$ cat src/rtl/port_bus_pkg.sv
// rtl/port_bus_pkg.sv - shared types for the port bus master (FSM states, opcodes, command word)
package port_bus_pkg;

   typedef enum logic [2:0] {
      ST_IDLE     = 3'd0,
      ST_ADDR     = 3'd1,
      ST_STROBE   = 3'd2,
      ST_RESP     = 3'd3,
      ST_IRQ_ACK  = 3'd4,
      ST_IRQ_WAIT = 3'd5
   } state_t;

   localparam logic CMD_RD = 1'b0;
   localparam logic CMD_WR = 1'b1;

   typedef struct packed {
      logic       write;
      logic [7:0] port;
      logic [7:0] data;
   } cmd_t;

   localparam int CMD_W = $bits(cmd_t);

endpackage

$ cat src/rtl/port_cmd_fifo.sv
// rtl/port_cmd_fifo.sv - synchronous command FIFO, registered read pointer, no write-to-read bypass
module port_cmd_fifo #(
   parameter  int DEPTH = 4,
   parameter  int WIDTH = 17,
   localparam int AW    = $clog2(DEPTH),
   localparam int LW    = AW + 1
) (
   input  logic             i_clk,
   input  logic             i_rst_n,
   input  logic             i_push,
   input  logic [WIDTH-1:0] i_wdata,
   input  logic             i_pop,
   output logic [WIDTH-1:0] o_rdata,
   output logic             o_full,
   output logic             o_empty,
   output logic [LW-1:0]    o_level
);

   localparam logic [LW-1:0] DEPTH_L = LW'(DEPTH);

   logic [WIDTH-1:0] r_mem [DEPTH];
   logic [AW-1:0]    r_wr_ptr;
   logic [AW-1:0]    r_rd_ptr;
   logic [LW-1:0]    r_level;
   logic             w_push_ok;
   logic             w_pop_ok;

   assign o_full    = (r_level == DEPTH_L);
   assign o_empty   = (r_level == '0);
   assign o_level   = r_level;
   assign o_rdata   = r_mem[r_rd_ptr];
   assign w_push_ok = i_push & ~o_full;
   assign w_pop_ok  = i_pop & ~o_empty;

   // Storage array: written on accepted push, contents need no reset
   always_ff @(posedge i_clk) begin
      if (w_push_ok) begin
         r_mem[r_wr_ptr] <= i_wdata;
      end
   end

   // Pointers wrap naturally (power-of-two depth); level tracks occupancy
   always_ff @(posedge i_clk or negedge i_rst_n) begin
      if (!i_rst_n) begin
         r_wr_ptr <= '0;
         r_rd_ptr <= '0;
         r_level  <= '0;
      end else begin
         if (w_push_ok) begin
            r_wr_ptr <= r_wr_ptr + 1'b1;
         end
         if (w_pop_ok) begin
            r_rd_ptr <= r_rd_ptr + 1'b1;
         end
         case ({w_push_ok, w_pop_ok})
            2'b10:   r_level <= r_level + 1'b1;
            2'b01:   r_level <= r_level - 1'b1;
            default: r_level <= r_level;
         endcase
      end
   end

endmodule

$ cat src/rtl/port_bus_master.sv
// rtl/port_bus_master.sv - port bus initiator: queued INPUT/OUTPUT cycles, read responses, IRQ ack (PORT_MASTER_IRQ_EN)
module port_bus_master
   import port_bus_pkg::*;
#(
   parameter  int CMD_DEPTH = 4,
   localparam int LW        = $clog2(CMD_DEPTH) + 1
) (
   input  logic          i_sysclk,
   input  logic          i_sysreset,
   input  logic          i_cmd_valid,
   output logic          o_cmd_ready,
   input  logic          i_cmd_write,
   input  logic [7:0]    i_cmd_port,
   input  logic [7:0]    i_cmd_data,
   output logic          o_rsp_valid,
   input  logic          i_rsp_ready,
   output logic [7:0]    o_rsp_port,
   output logic [7:0]    o_rsp_data,
   output logic [7:0]    o_port_id,
   output logic [7:0]    o_out_port,
   output logic          o_write_strobe,
   output logic          o_read_strobe,
   input  logic [7:0]    i_in_port,
   input  logic          i_interrupt,
   output logic          o_interrupt_ack,
   output logic          o_irq_event,
   output logic          o_busy,
   output logic [LW-1:0] o_fifo_level
);

   state_t      r_state;
   logic        r_run;
   logic        r_cur_write;
   logic [7:0]  r_port_id;
   logic [7:0]  r_out_port;
   logic        r_write_strobe;
   logic        r_read_strobe;
   logic        r_rsp_valid;
   logic [7:0]  r_rsp_port;
   logic [7:0]  r_rsp_data;

   cmd_t        w_cmd_in;
   cmd_t        w_head;
   logic        w_full;
   logic        w_empty;
   logic        w_push;
   logic        w_pop;
   logic        w_irq_req;

`ifdef PORT_MASTER_IRQ_EN
   logic        r_int_ack;
   logic        r_irq_event;

   assign w_irq_req       = i_interrupt;
   assign o_interrupt_ack = r_int_ack;
   assign o_irq_event     = r_irq_event;
`else
   logic        w_unused_irq;

   assign w_unused_irq    = i_interrupt;
   assign w_irq_req       = 1'b0;
   assign o_interrupt_ack = 1'b0;
   assign o_irq_event     = 1'b0;
`endif

   // r_run keeps cmd_ready low while reset is held and for the release cycle
   assign o_cmd_ready = r_run & ~w_full;
   assign w_push      = i_cmd_valid & o_cmd_ready;
   assign w_pop       = (r_state == ST_IDLE) & ~w_empty & ~w_irq_req;
   assign w_cmd_in    = {i_cmd_write, i_cmd_port, i_cmd_data};

   assign o_busy         = (r_state != ST_IDLE) | ~w_empty;
   assign o_port_id      = r_port_id;
   assign o_out_port     = r_out_port;
   assign o_write_strobe = r_write_strobe;
   assign o_read_strobe  = r_read_strobe;
   assign o_rsp_valid    = r_rsp_valid;
   assign o_rsp_port     = r_rsp_port;
   assign o_rsp_data     = r_rsp_data;

   port_cmd_fifo #(
      .DEPTH (CMD_DEPTH),
      .WIDTH (CMD_W)
   ) u_fifo (
      .i_clk   (i_sysclk),
      .i_rst_n (i_sysreset),
      .i_push  (w_push),
      .i_wdata (w_cmd_in),
      .i_pop   (w_pop),
      .o_rdata (w_head),
      .o_full  (w_full),
      .o_empty (w_empty),
      .o_level (o_fifo_level)
   );

   // Bus sequencer: every output is a register set on the transition into the state that owns it
   always_ff @(posedge i_sysclk or negedge i_sysreset) begin
      if (!i_sysreset) begin
         r_state        <= ST_IDLE;
         r_run          <= 1'b0;
         r_cur_write    <= 1'b0;
         r_port_id      <= '0;
         r_out_port     <= '0;
         r_write_strobe <= 1'b0;
         r_read_strobe  <= 1'b0;
         r_rsp_valid    <= 1'b0;
         r_rsp_port     <= '0;
         r_rsp_data     <= '0;
`ifdef PORT_MASTER_IRQ_EN
         r_int_ack      <= 1'b0;
         r_irq_event    <= 1'b0;
`endif
      end else begin
         r_run          <= 1'b1;
         r_write_strobe <= 1'b0;
         r_read_strobe  <= 1'b0;
`ifdef PORT_MASTER_IRQ_EN
         r_int_ack      <= 1'b0;
         r_irq_event    <= 1'b0;
`endif
         case (r_state)
            ST_IDLE: begin
`ifdef PORT_MASTER_IRQ_EN
               if (i_interrupt) begin
                  r_int_ack   <= 1'b1;
                  r_irq_event <= 1'b1;
                  r_state     <= ST_IRQ_ACK;
               end else
`endif
               if (!w_empty) begin
                  r_cur_write <= w_head.write;
                  r_port_id   <= w_head.port;
                  if (w_head.write == CMD_WR) begin
                     r_out_port <= w_head.data;
                  end
                  r_state <= ST_ADDR;
               end
            end
            ST_ADDR: begin
               if (r_cur_write == CMD_WR) begin
                  r_write_strobe <= 1'b1;
               end else begin
                  r_read_strobe <= 1'b1;
               end
               r_state <= ST_STROBE;
            end
            ST_STROBE: begin
               if (r_cur_write == CMD_RD) begin
                  r_rsp_valid <= 1'b1;
                  r_rsp_port  <= r_port_id;
                  r_rsp_data  <= i_in_port;
                  r_state     <= ST_RESP;
               end else begin
                  r_state <= ST_IDLE;
               end
            end
            ST_RESP: begin
               if (i_rsp_ready) begin
                  r_rsp_valid <= 1'b0;
                  r_state     <= ST_IDLE;
               end
            end
`ifdef PORT_MASTER_IRQ_EN
            ST_IRQ_ACK: begin
               r_state <= ST_IRQ_WAIT;
            end
            ST_IRQ_WAIT: begin
               if (!i_interrupt) begin
                  r_state <= ST_IDLE;
               end
            end
`endif
            default: begin
               r_state <= ST_IDLE;
            end
         endcase
      end
   end

endmodule

$ cat config.mk
export PLATFORM = sky130hd
export DESIGN_NAME = port_bus_master
export DESIGN_NICKNAME = d
export VERILOG_FILES = /design/src/rtl/port_bus_pkg.sv /design/src/rtl/port_cmd_fifo.sv /design/src/rtl/port_bus_master.sv
export SDC_FILE = /design/constraint.sdc
export NUM_CORES = 1
export LEC_CHECK = 0
export BUFFER_PORTS_ARGS = -buffer_cell sky130_fd_sc_hd__buf_2
export CORE_AREA = 2 2 89 91
export CTS_CLUSTER_DIAMETER = 60
export DETAILED_ROUTE_END_ITERATION = 8
export DIE_AREA = 0 0 91 93
export PLACE_DENSITY_LB_ADDON = 0.25
export SETUP_SLACK_MARGIN = 0.1
export SYNTH_ARGS = -nofsm -noshare
export SYNTH_HDL_FRONTEND = slang
export SYNTH_SLANG_ARGS = --single-unit
$ cat constraint.sdc
create_clock -name i_sysclk -period 4.5 [get_ports i_sysclk]
set_input_delay 0.9 -clock i_sysclk [delete_from_list [all_inputs] [get_ports i_sysclk]]
set_output_delay 0.9 -clock i_sysclk [all_outputs]
set_load 0.005 [all_outputs]
==> flow_summary.toml <==
[yosys]
syn_area_um2 = 4390
ys_ff_latch = 114
syn_inst = 223
async_flop_share_pct = 40.4
synth_cell_type_count = 31
synth.area.top_cells = "edfxtp_1 46%, dfrtp_1 26%, mux2_2 8.2%"
synth_edf_count = 68
yosys.area.top_type = "edfxtp_1"
synth_top_area_share_pct = 46.5
syn_avg_cell_area_um2 = 19.7
ys_seq_area_share_pct = 72.7
synthTopCellsByCount = "68 x edfxtp_1, 46 x dfrtp_1, 32 x mux2_2"
yosysMostFrequentCell = "edfxtp_1"
synth_top_flop_cell = "edfxtp_1"
yosys_warnings = 0

[clock_network]
clock-root-buffer = "clkbuf_8"
cts.clk_slew.worst_paths_ns = 0.05
cts_buffers = 17
cts-resized-gates = 0
ctsLongestPathBuffers = 2
cts_sinks = 114
cts_hold_buf = 0
cts-htree-levels = 4
cts_tree = "yes"
clock_latency_ns = 0.50
cts_setup_buffers = 0

[setup_path]
path_class = "flip-flop to output pin"
rrSetupSlack_ns = 2.07
critPathMaxFanout = 7
required_ns = 3.60
worst_setup_path_start_kind = "flip-flop"
rr_worst_depth = 9
worstPathArrival_ns = 1.56
endpoint_kind = "output pin"

[sta]
final-hold-violation-count = 0
slew_headroom_pct = 30.6
tns_ns = 0
rsz0062_at_grt = "false"
period_share_pct = 54.7
clock_skew_ns = 0.00859
finalSetupViolations = 0
tightest_slew_ns = 1.04
period_needed_ns = 2.46
clock.fmax_mhz = 406
maxSlewViolCount = 0

[route]
antenna_left = 0
wirelength_um = 7200
firstDrtPassIters = 4
drc = 0
drt_iter0_drc = 146
wl_per_cell_um = 17.2
via_per_inst = 5.35
num_vias = 2242

[place]
dp.cells = 387
port_buffers = 68
place.gp.congestion = 0.740
dp_hpwl_um = 4160

[grt]
grt_pass1_wl_um = 12000
met2_usage_pct = 33.3
grt.overflow.total = 0
top_usage_layer = "met2"
grt_max_degree = 47
met1_usage_pct = 23.0
use_met3_pct = 6.04
grt_pass1_vias = 2291
grt_use_total_pct = 19.7
antenna_found_initial = 0

[final_layout]
drive_gt1_share_pct = 43.2
area_delta_synth_final_pct = 20.8
fin_util_pct = 70.5
antenna_cells = 0
final_nets = 340
stdcell_count = 419

[pwr]
combPwrFrac_pct = 27.2
vdd_ir_drop_max_mv = 0.308
p_sw_mw = 1.02
p_leak_nw = 2.14
power_frac_seq_pct = 43.0
p_total_mw = 3.67
p_clk_share_pct = 29.8
internal-power_mw = 2.65
power_density_nw_per_um2 = 692
switching_share_pct = 27.8

[status]
outcome = "finished clean"

[die]
row_count = 32
die_x_um = 91
ios = 72
die_area_um2 = 8460
fp.coreArea_um2 = 7530
die_h_um = 93
floorplan.initialDensity_pct = 58.4

[hold_path]
hp-class = "flip-flop to flip-flop"
holdPathStages = 1

[run]
drv_cap = 0
final timing paths:
| kind | start | end |
|---|---|---|
| setup / recovery | r_state[0] | o_busy |
| hold / removal | o_rsp_port[4] | o_rsp_port[4] |
| max in group asynchronous | i_sysreset | r_run |
| setup reg to reg | r_state[0] | u_fifo.o_level[2] |
| hold reg to reg | o_rsp_port[4] | o_rsp_port[4] |
| min in group asynchronous | i_sysreset | o_rsp_data[7] |
per-layer routing:
layer,wire length [um],up-vias
li1,-,1015
met2,3810,79
met5,0,-
met3,386,13
met1,2890,1135
met4,125,0
stage by stage:
| stage | cell area [um^2] | hold slack (ns) | setup WS (ns) |
|---|---|---|---|
| 5_1_grt | 5310 | 0.519 | 1.75 |
| 2_1_floorplan | 4400 | 0.453 | 2.36 |
| 3_5_place_dp | 4820 | 0.490 | 2.04 |
| 3_3_place_gp | 4820 | 0.483 | 2.01 |
| 4_1_cts | 5310 | 0.501 | 2.00 |
| 6_report | 5310 | 0.498 | 2.04 |
sequential cells by signal, indices dropped and copies added, names as in the netlist, 2 cells and up:
signal	flops
u_fifo.r_mem	68
o_out_port	8
o_port_id	8
o_rsp_data	8
o_rsp_port	8
u_fifo.o_level	3
r_state	2
u_fifo.r_rd_ptr	2
u_fifo.r_wr_ptr	2
cell families (layout without fill, tap and decap cells):
| group | Yosys count | after routing | synth area share [%] |
|---|---|---|---|
| adder cells (fa/ha/maj) | 6 | 6 | 1.88 |
| AO/OA/AOI/OAI | 7 | 7 | 1.17 |
| other | 2 | 3 | 0.171 |
| XOR/XNOR | 6 | 6 | 1.20 |
| AND/OR/NAND/NOR | 18 | 18 | 2.45 |
| buffers and inverters | 19 | 112 | 2.36 |
| flip-flops | 114 | 114 | 72.7 |
| multiplexers | 51 | 51 | 18.1 |
layout make-up:
type	count	area, um^2
Clock buffer	25	454
Clock inverter	7	35.0
Fill cell	535	2220
Inverter	10	37.5
Multi-Input combinational cell	91	1100
Sequential cell	114	3190
Tap cell	102	128
Timing Repair Buffer	70	355
layout by cell type (no fill, tap or decap), types with 3 or more instances in the layout:
cell type,count
nor2_1,3
clkbuf_1,7
dfrtp_1,46
conb_1,3
clkinv_2,4
and2_1,4
mux4_1,8
mux2_2,32
buf_2,68
mux4_2,9
edfxtp_1,68
inv_1,10
nand2_1,4
xnor2_1,5
ha_1,5
clkbuf_16,16
worst max-delay path, stage by stage (launching register included):
cell and delay, ns:
dfrtp_1 0.44, nor2_1 0.37, nand3_1 0.12, buf_2 0.14
power groups by stage:
stage | sequential (mW) | clock, mW | combinational [mW]
after floorplan | 1.55 | 0 | 0.720
after global placement | 1.58 | 0 | 0.984
after detailed placement | 1.60 | 0 | 1.01
after CTS | 1.59 | 1.11 | 1.02
after global routing | 1.62 | 1.17 | 1.11
final | 1.58 | 1.09 | 0.998
(Power assumes the default switching activity.)
